==> src/rtl/ifetch_unit.sv <==
`default_nettype none
// ============================================================================
// Module   : ifetch_unit
// Purpose  : Instruction fetch stage. It owns the PC and drives imem read
//            port 0, which returns data one clock after the address.
//            Fetched words are buffered in a FIFO and handed to decode.
//            Optional performance counters: define IFU_PERF_CNT_EN.
// Revision : 1.0 - initial release
// ============================================================================
module ifetch_unit #(
   parameter int                    ADDR_WIDTH = 32,
   parameter int                    DATA_WIDTH = 32,
   parameter logic [ADDR_WIDTH-1:0] RESET_PC   = 32'h80000000,
   parameter int                    FIFO_DEPTH = 2
) (
   input  logic                  clk,
   input  logic                  rst_n,
   output logic [ADDR_WIDTH-1:0] imem_addr,
   input  logic [DATA_WIDTH-1:0] imem_data,
   input  logic                  redirect_valid,
   input  logic [ADDR_WIDTH-1:0] redirect_pc,
   output logic                  inst_valid,
   input  logic                  inst_ready,
   output logic [ADDR_WIDTH-1:0] inst_pc,
   output logic [DATA_WIDTH-1:0] inst_data,
   output logic                  inst_misalign
`ifdef IFU_PERF_CNT_EN
   ,
   output logic [63:0]           perf_fetch_cnt,
   output logic [63:0]           perf_stall_cnt
`endif
);

   localparam int c_PTR_W = (FIFO_DEPTH > 1) ? $clog2(FIFO_DEPTH) : 1;
   localparam int c_CNT_W = c_PTR_W + 1;
   localparam logic [c_CNT_W:0]    c_DEPTH = (c_CNT_W+1)'(FIFO_DEPTH);
   localparam logic [ADDR_WIDTH-1:0] c_PC_STEP = ADDR_WIDTH'(4);

   // Fetch / in-flight state
   logic [ADDR_WIDTH-1:0] r_fetch_pc;
   logic                  r_inflight_valid;
   logic [ADDR_WIDTH-1:0] r_inflight_pc;
   logic                  r_inflight_misalign;

   // Instruction buffer
   logic [ADDR_WIDTH-1:0] r_fifo_pc   [FIFO_DEPTH];
   logic [DATA_WIDTH-1:0] r_fifo_data [FIFO_DEPTH];
   logic                  r_fifo_mis  [FIFO_DEPTH];
   logic [c_CNT_W-1:0]    r_count;
   logic [c_PTR_W-1:0]    r_rd_ptr;
   logic [c_PTR_W-1:0]    r_wr_ptr;

   logic                  w_pop;
   logic                  w_push;
   logic                  w_issue;
   logic [c_CNT_W:0]      w_occupancy;
   logic [ADDR_WIDTH-1:0] w_target;
   logic                  w_target_mis;

   assign w_target     = {redirect_pc[ADDR_WIDTH-1:2], 2'b00};
   assign w_target_mis = |redirect_pc[1:0];

   assign inst_valid = (r_count != '0);
   assign w_pop      = inst_valid && inst_ready;
   assign w_push     = r_inflight_valid && !redirect_valid;

   // Slots already promised to words in the buffer or on the memory bus.
   // A pop implies r_count >= 1, so this never underflows.
   assign w_occupancy = {1'b0, r_count}
                      + (c_CNT_W+1)'(r_inflight_valid)
                      - (c_CNT_W+1)'(w_pop);
   assign w_issue     = (w_occupancy < c_DEPTH) && !redirect_valid;

   assign imem_addr = redirect_valid ? w_target : r_fetch_pc;

   // Head is exposed only while valid so that idle outputs read as zero.
   assign inst_pc       = inst_valid ? r_fifo_pc[r_rd_ptr]   : '0;
   assign inst_data     = inst_valid ? r_fifo_data[r_rd_ptr] : '0;
   assign inst_misalign = inst_valid ? r_fifo_mis[r_rd_ptr]  : 1'b0;

   always_ff @(posedge clk or negedge rst_n) begin
      if (!rst_n) begin
         r_fetch_pc          <= RESET_PC;
         r_inflight_valid    <= 1'b0;
         r_inflight_pc       <= '0;
         r_inflight_misalign <= 1'b0;
      end else if (redirect_valid) begin
         r_fetch_pc          <= w_target + c_PC_STEP;
         r_inflight_valid    <= 1'b1;
         r_inflight_pc       <= w_target;
         r_inflight_misalign <= w_target_mis;
      end else if (w_issue) begin
         r_fetch_pc          <= r_fetch_pc + c_PC_STEP;
         r_inflight_valid    <= 1'b1;
         r_inflight_pc       <= r_fetch_pc;
         r_inflight_misalign <= 1'b0;
      end else begin
         r_inflight_valid    <= 1'b0;
      end
   end

   always_ff @(posedge clk or negedge rst_n) begin
      if (!rst_n) begin
         r_count  <= '0;
         r_rd_ptr <= '0;
         r_wr_ptr <= '0;
      end else if (redirect_valid) begin
         r_count  <= '0;
         r_rd_ptr <= '0;
         r_wr_ptr <= '0;
      end else begin
         r_count <= r_count + c_CNT_W'(w_push) - c_CNT_W'(w_pop);
         if (w_pop) begin
            r_rd_ptr <= r_rd_ptr + c_PTR_W'(1);
         end
         if (w_push) begin
            r_wr_ptr <= r_wr_ptr + c_PTR_W'(1);
         end
      end
   end

   // Storage needs no reset: it is never visible while the buffer is empty.
   always_ff @(posedge clk) begin
      if (w_push) begin
         r_fifo_pc[r_wr_ptr]   <= r_inflight_pc;
         r_fifo_data[r_wr_ptr] <= imem_data;
         r_fifo_mis[r_wr_ptr]  <= r_inflight_misalign;
      end
   end

`ifdef IFU_PERF_CNT_EN
   logic [63:0] r_perf_fetch_cnt;
   logic [63:0] r_perf_stall_cnt;

   always_ff @(posedge clk or negedge rst_n) begin
      if (!rst_n) begin
         r_perf_fetch_cnt <= '0;
         r_perf_stall_cnt <= '0;
      end else begin
         if (w_pop) begin
            r_perf_fetch_cnt <= r_perf_fetch_cnt + 64'd1;
         end
         if (inst_valid && !inst_ready) begin
            r_perf_stall_cnt <= r_perf_stall_cnt + 64'd1;
         end
      end
   end

   assign perf_fetch_cnt = r_perf_fetch_cnt;
   assign perf_stall_cnt = r_perf_stall_cnt;
`endif

endmodule
`default_nettype wire

==> config.mk <==
export PLATFORM = sky130hd
export DESIGN_NAME = ifetch_unit
export DESIGN_NICKNAME = d
export VERILOG_FILES = /design/src/rtl/ifetch_unit.sv
export SDC_FILE = /design/constraint.sdc
export NUM_CORES = 1
export LEC_CHECK = 0
export ABC_AREA = 1
export CAP_MARGIN = 20
export CORE_MARGIN = 5
export CORE_UTILIZATION = 47
export DETAILED_ROUTE_END_ITERATION = 8
export PLACE_DENSITY = 0.83
export SYNTH_ARGS = -nofsm -noshare
export SYNTH_HDL_FRONTEND = slang
export SYNTH_SLANG_ARGS = --single-unit
==> constraint.sdc <==
create_clock -name clk -period 3.4 [get_ports clk]
set_input_delay 1.02 -clock clk [delete_from_list [all_inputs] [get_ports clk]]
set_output_delay 1.02 -clock clk [all_outputs]
set_load 0.02 [all_outputs]
Word level (Yosys, flattened, before mapping)
Memory sizes are Yosys's and may differ from the RTL's.
Index checks and enable logic that the tools add are counted.
{"block": "totals", "memories": 3, "input_bits": 68, "regBits": 70, "output_inout_bits": 98, "ramBits": 130, "elab_cells": 47}
{"memory": "r_fifo_data", "depth": 2, "width": 32, "read_ports": 1, "rd_ports_with_merged_regs": 0, "wr": 1, "line_no": "47", "text": "logic [DATA_WIDTH-1:0] r_fifo_data [FIFO_DEPTH];"}
{"memory": "r_fifo_pc", "depth": 2, "width": 32, "read_ports": 1, "rd_ports_with_merged_regs": 0, "wr": 1, "line_no": "46", "text": "logic [ADDR_WIDTH-1:0] r_fifo_pc [FIFO_DEPTH];"}
{"memory": "r_fifo_mis", "depth": 2, "width": 1, "read_ports": 1, "rd_ports_with_merged_regs": 0, "wr": 1, "line_no": "48", "text": "logic r_fifo_mis [FIFO_DEPTH];"}
{"block": "op_classes", "n_reduce_logical": 9, "order_cmp": 1, "addsub": 8, "n_mux": 19}
{"cell": "two-way mux 32 bit", "n": 7}
{"cell": "adder 32 x 3 -> 32 bit, second input constant", "n": 2}
{"cell": "two-way mux 1 bit", "n": 11}
{"cell": "nonzero test 2 bit", "n": 4}
{"cell": "adder 2 x 1 -> 3 bit", "n": 1}
{"cell": "logical AND 1 bit", "n": 3}
{"cell": "less-than comparator 3 x 2 -> 1 bit, second input constant", "n": 1}
{"cell": "subtractor 3 x 1 -> 3 bit", "n": 1}
{"cell": "adder 1 bit, second input constant", "n": 2}
{"cell": "adder 2 x 1 -> 2 bit", "n": 1}
{"cell": "two-way mux 2 bit", "n": 1}
{"cell": "OR reduction 2 bit", "n": 1}
{"cell": "subtractor 2 x 1 -> 2 bit", "n": 1}
{"cell": "logical NOT 1 bit", "n": 1}

Depth between registers and ports, before layout
{"block": "logic_depth", "ltp_word": 7, "depth_mapped": 18, "mapped_depth_nobuf": 17}

Worst setup path after synthesis
Ideal clock, no wire load.
{"block": "synth_timing", "path_type": "input port to flip-flop", "startpoint": "input port redirect_valid", "endpoint": "memory r_fifo_data[0][0], enable pin", "setup_slack_ns": -1.203, "path_stages": 5, "required_time_ns": 2.916, "t_arrival_ns": 4.119, "setup_time_ns": 0.484, "cell_sequence": "buf_6 buf_6 nor2_1 inv_1 nor2_1"}
{"block": "synth_via", "elab_chain_len": 4}
{"element": "from (decl)", "line_no": "20", "text": "input logic redirect_valid,"}
{"element": "logical NOT 1 bit", "line_no": "65", "text": "assign w_push = r_inflight_valid && !redirect_valid;"}
{"element": "logical AND 1 bit", "line_no": "65"}
{"element": "two-way mux 1 bit", "line_no": "124", "text": "if (w_push) begin"}
{"element": "two-way mux 1 bit (not written as such)", "line_no": "126", "text": "r_fifo_data[r_wr_ptr] <= imem_data;"}
{"element": "to (decl)", "line_no": "47"}
Every way passes these cells.

Worst setup path in the final report
{"block": "layout_timing", "startpoint": "input port redirect_valid", "endpoint": "output port imem_addr[31]"}
{"block": "layout_via", "elab_chain_len": 1}
{"element": "two-way mux 32 bit", "line_no": "74", "text": "assign imem_addr = redirect_valid ? w_target : r_fetch_pc;"}
{"element": "to (decl)", "line_no": "18", "text": "output logic [ADDR_WIDTH-1:0] imem_addr,"}
Every way passes these cells.

==> Flow_metrics.wiki <==
{| class="wikitable"
! Metric !! Value
|-
| Sum of net half-perimeters after detailed placement || about 15000 um
|-
| Main area contributors after synthesis || sky130_fd_sc_hd__edfxtp_1 44%, sky130_fd_sc_hd__dfrtp_1 19%, sky130_fd_sc_hd__nand2_1 15%
|-
| Dominant combinational cell family by area after synthesis || simple AND/OR/NAND/NOR gates
|-
| Clk pin slew, worst setup/hold paths || 70 ps
|-
| Worst path required time || 2380 ps
|-
| Final Critical Period || 3330 ps
|-
| Post-Layout Inst Area || 11400 sq um
|-
| Remaining routing DRC violations || 0
|-
| Number of vias after detailed routing || between 6000 and 7000
|-
| Count of flip-flops with a built-in enable after synthesis || 126
|-
| Clk Tree Root Cell || sky130_fd_sc_hd__clkbuf_16
|-
| Area growth syn-to-layout || 32.5%
|-
| Number of top-level pins || about 170
|-
| Count of H-tree levels built during CTS || 4
|-
| Xor-xnor portion of the synthesized cell area || 0.00305
|-
| Final estimated routing congestion in global placement || approximately 0.93
|-
| Placed Instance Area || 10900 sq um
|-
| Number of hold-repair buffers added at the cts stage || 0
|-
| Count of placed standard cells in the final layout, fillers left out || 1335
|-
| Worst hold margin || 480 ps
|-
| Mean instance size in the synthesized netlist || about 9.7 sq um
|-
| CTS Buffer Depth || 2
|-
| Post-route fraction of the period consumed by the critical path || 0.979
|-
| Share of the synthesized area in compound gates (AO/OA/AOI/OAI) || 0.0619
|-
| Number of setup buffers added after CTS || 0
|-
| Portion of total power attributed to sequential cells || 0.375
|-
| Sum of internal, switching and leakage power || 10.0 mW
|-
| Design internal power || 6.08 mW
|-
| Clock latency reported for the late side of the worst-skew pair || 420 ps
|-
| Worst Tran Pin Value || between 500 and 600 ps
|-
| GRT Overall Usage || 0.200
|-
| Routed via count divided by cell count || approximately 5
|-
| Count of mapped cells out of synthesis || between 800 and 900
|-
| Vertical extent of the die || ~150 um
|-
| Fill cell total of the finished layout || 1400
|-
| Simple-gate share of the synthesized area || 0.253
|-
| Critical path class || input pin to output port
|-
| Largest fanout of any net on the critical path || 4
|-
| Delay of the slowest cell on the worst path || roughly 470 ps
|-
| Max-slew violations || 0
|-
| Count of maximum capacitance violations || 0
|-
| Worst IR drop on VDD || 526 uV
|-
| Number of routed nets with antenna violations || 0
|-
| Arrival time reported for the critical path endpoint || between 2000 and 2500 ps
|-
| Part of the total power dissipated in the clock network || 0.188
|-
| Final clock skew || about 6.6 ps
|-
| Post-Syn Area || ~8600 sq um
|-
| Pleak || 4.68 nW
|-
| Largest net degree at the start of global routing || 64
|-
| Min-Delay Path Class || flop to flop
|-
| Asr flop ratio synth || 0.344
|-
| Area of the core || about 18000 sq um
|-
| Total congestion overflow || 0
|-
| Initial antenna violation count || 0
|-
| Number of buffers inserted during clock tree synthesis || 17
|-
| Number of rows created at floorplan || 49
|-
| Fraction of the mapped netlist area in adder cells || 0.00523
|-
| Largest area contributor in the synthesized netlist || sky130_fd_sc_hd__edfxtp_1
|-
| Clock tree from TritonCTS || yes
|-
| Fraction of final layout cells sized beyond drive strength 1 || 0.173
|-
| Unique cell type count in the Yosys netlist || 35
|-
| Critical Path Slowest Stage Cell || sky130_fd_sc_hd__clkdlybuf4s50_1
|-
| Power density relative to cell area || ~900 nW/um^2
|-
| Layout Nets || approximately 1200
|-
| Setup repair after global routing missed its margin || false
|-
| Sink Count || about 190
|-
| Switching Share || 0.394
|-
| Outcome || complete, no violations
|-
| Starting density of the core || 0.477
|-
| Area enclosed by the die boundary || between 20000 and 25000 sq um
|-
| Number of diodes || 0
|-
| Power share of the combinational group || 0.437
|-
| Area share of the leading cell type in the synthesized netlist || 0.440
|-
| Hold Violations, Final || 0
|-
| Number of I/O port buffers || 161
|-
| Horizontal die dimension || approximately 150 um
|-
| Total Negative Setup Slacks || 0 ps
|-
| Max Fclk || around 300 MHz
|-
| Number of warnings reported in the yosys synthesis log || 0
|-
| Iteration-0 DRC Markers || between 500 and 600
|-
| Mux cell area share after synthesis || 0
|-
| Length of the first detailed-routing pass in iterations || 5
|-
| Number of global-route vias before repair || roughly 6700
|-
| Core occupancy in the finished layout || 0.632
|-
| Routed wire per std cell || about 16 um
|-
| Min setup slack post-route || 72.4 ps
|-
| Net Switching || approximately 4 mW
|-
| Finish-stage setup viols || 0
|-
| Global-route wire length before repair || between 30000 and 40000 um
|-
| Sum of routed wire length over all layers || about 21000 um
|-
| Category of the worst setup path launch point || input pin
|-
| Most common flop cell mapped by yosys || sky130_fd_sc_hd__edfxtp_1
|-
| Normalized max-slew margin || 0.616
|-
| Critical path cell sequence || clkdlybuf4s50_1, buf_6, inv_8, or2_2, o21ai_1, inv_1, buf_2
|-
| Sequential area share after synthesis || 0.632
|-
| Nature of the critical path endpoint || output port
|-
| Worst slack after detailed placement || -331 ps
|-
| Register bit total from synthesis || between 150 and 200
|-
| Cell count after placement || about 1300
|}
==> routing by layer <==
| layer | vias to the layer above | wire length [um] | GRT usage |
|---|---|---|---|
| li1 | 3334 | - | - |
| met1 | 3176 | 9310 | 0.272 |
| met2 | 268 | 10200 | 0.324 |
| met3 | 31 | 1430 | 0.0421 |
| met4 | 0 | 439 | 0.0658 |
| met5 | - | 0 | 0 |
==> cells in the mapped netlist (6+ instances only) <==
| library cell | instances |
|---|---|
| sky130_fd_sc_hd__clkbuf_1 | 25 |
| sky130_fd_sc_hd__o21ai_1 | 6 |
| sky130_fd_sc_hd__nand2_1 | 337 |
| sky130_fd_sc_hd__buf_2 | 7 |
| sky130_fd_sc_hd__dfrtp_1 | 65 |
| sky130_fd_sc_hd__nor2_4 | 7 |
| sky130_fd_sc_hd__nor2_1 | 58 |
| sky130_fd_sc_hd__a21oi_1 | 68 |
| sky130_fd_sc_hd__nor2_2 | 11 |
| sky130_fd_sc_hd__inv_1 | 28 |
| sky130_fd_sc_hd__o21ai_0 | 24 |
| sky130_fd_sc_hd__nand3_1 | 42 |
| sky130_fd_sc_hd__edfxtp_1 | 126 |
| sky130_fd_sc_hd__nand2_2 | 40 |
==> path summary, 6_finish.rpt <==
path / start / end / slack [ps] / depth (start not counted)
setup / recovery: redirect_valid / imem_addr[31] / 70 / 7
hold / removal: r_fetch_pc[28] / r_fetch_pc[28] / 480 / 2
setup reg to reg: r_count[1] / r_fetch_pc[8] / 400 / 15
hold reg to reg: r_fetch_pc[28] / r_fetch_pc[28] / 480 / 2
max in group asynchronous: rst_n / r_rd_ptr / 2170 / 2
min in group asynchronous: rst_n / r_fetch_pc[25] / 580 / 1
==> layout make-up <==
| cell class | instances | area (sq um) | share of cell area |
|---|---|---|---|
| well taps | 229 | 287 | 0.0251 |
| repair buffers | 229 | 2160 | 0.189 |
| clock inverters | 14 | 129 | 0.0113 |
| clock buffers | 18 | 429 | 0.0377 |
| inverters | 32 | 133 | 0.0116 |
| multi-input cells | 621 | 2830 | 0.248 |
| flip-flops and latches | 192 | 5440 | 0.477 |
==> sequential cells by signal (all words and copies together), names as in the netlist, 2 cells and up <==
signal / count
r_count: 2
r_fifo_data: 64
r_inflight_pc: 30
r_fifo_mis: 2
r_fifo_pc: 60
r_fetch_pc: 30
==> placed cells by master, fill, tap and decap left out, drive strengths merged, types with 2 or more instances in the layout <==
cell / n
clkdlybuf4s15: 15
nand3: 43
dfrtp: 65
o21ai: 30
conb: 4
clkinv: 3
nand2: 380
buf: 70
nor2: 77
a31oi: 2
ha: 2
o211ai: 3
inv: 37
clkinvlp: 5
clkbuf: 31
edfxtp: 126
nand4: 5
a21oi: 68
clkdlybuf4s50: 129
xor2: 2
==> power by group through the flow <==
stage          sequential, mW  clock, mW  combinational, mW
2_1_floorplan            3.65          0               2.54
3_3_place_gp             3.73          0               4.31
3_5_place_dp             3.77          0               4.42
5_1_grt                  3.83       2.04               4.79
4_1_cts                  3.75       1.93               4.43
6_report                 3.76       1.89               4.39
==> logic make-up (layout without fill, tap and decap cells) <==
group,Yosys count,after routing
buffers and inverters,76,293
other,1,4
and+or+nand+nor,506,507
xor gates and xnor gates,3,3
AOI/OAI and AO/OA,104,104
DFF,192,192
adders and majority gates,3,3
==> critical path, delay by kind of cell <==
kind                   cells  cell delay, ps
AOI/OAI and AO/OA          1             110
and+or+nand+nor            1             270
buffers and inverters      5             910
==> repair_timing <==
action / in CTS / in global routing
cloned: 1 / 0
pin swaps: 1 / 0
setup endpoints to repair: 66 / 35
resized for setup: 49 / 39
No activity file was read; power rests on OpenSTA's default activity.
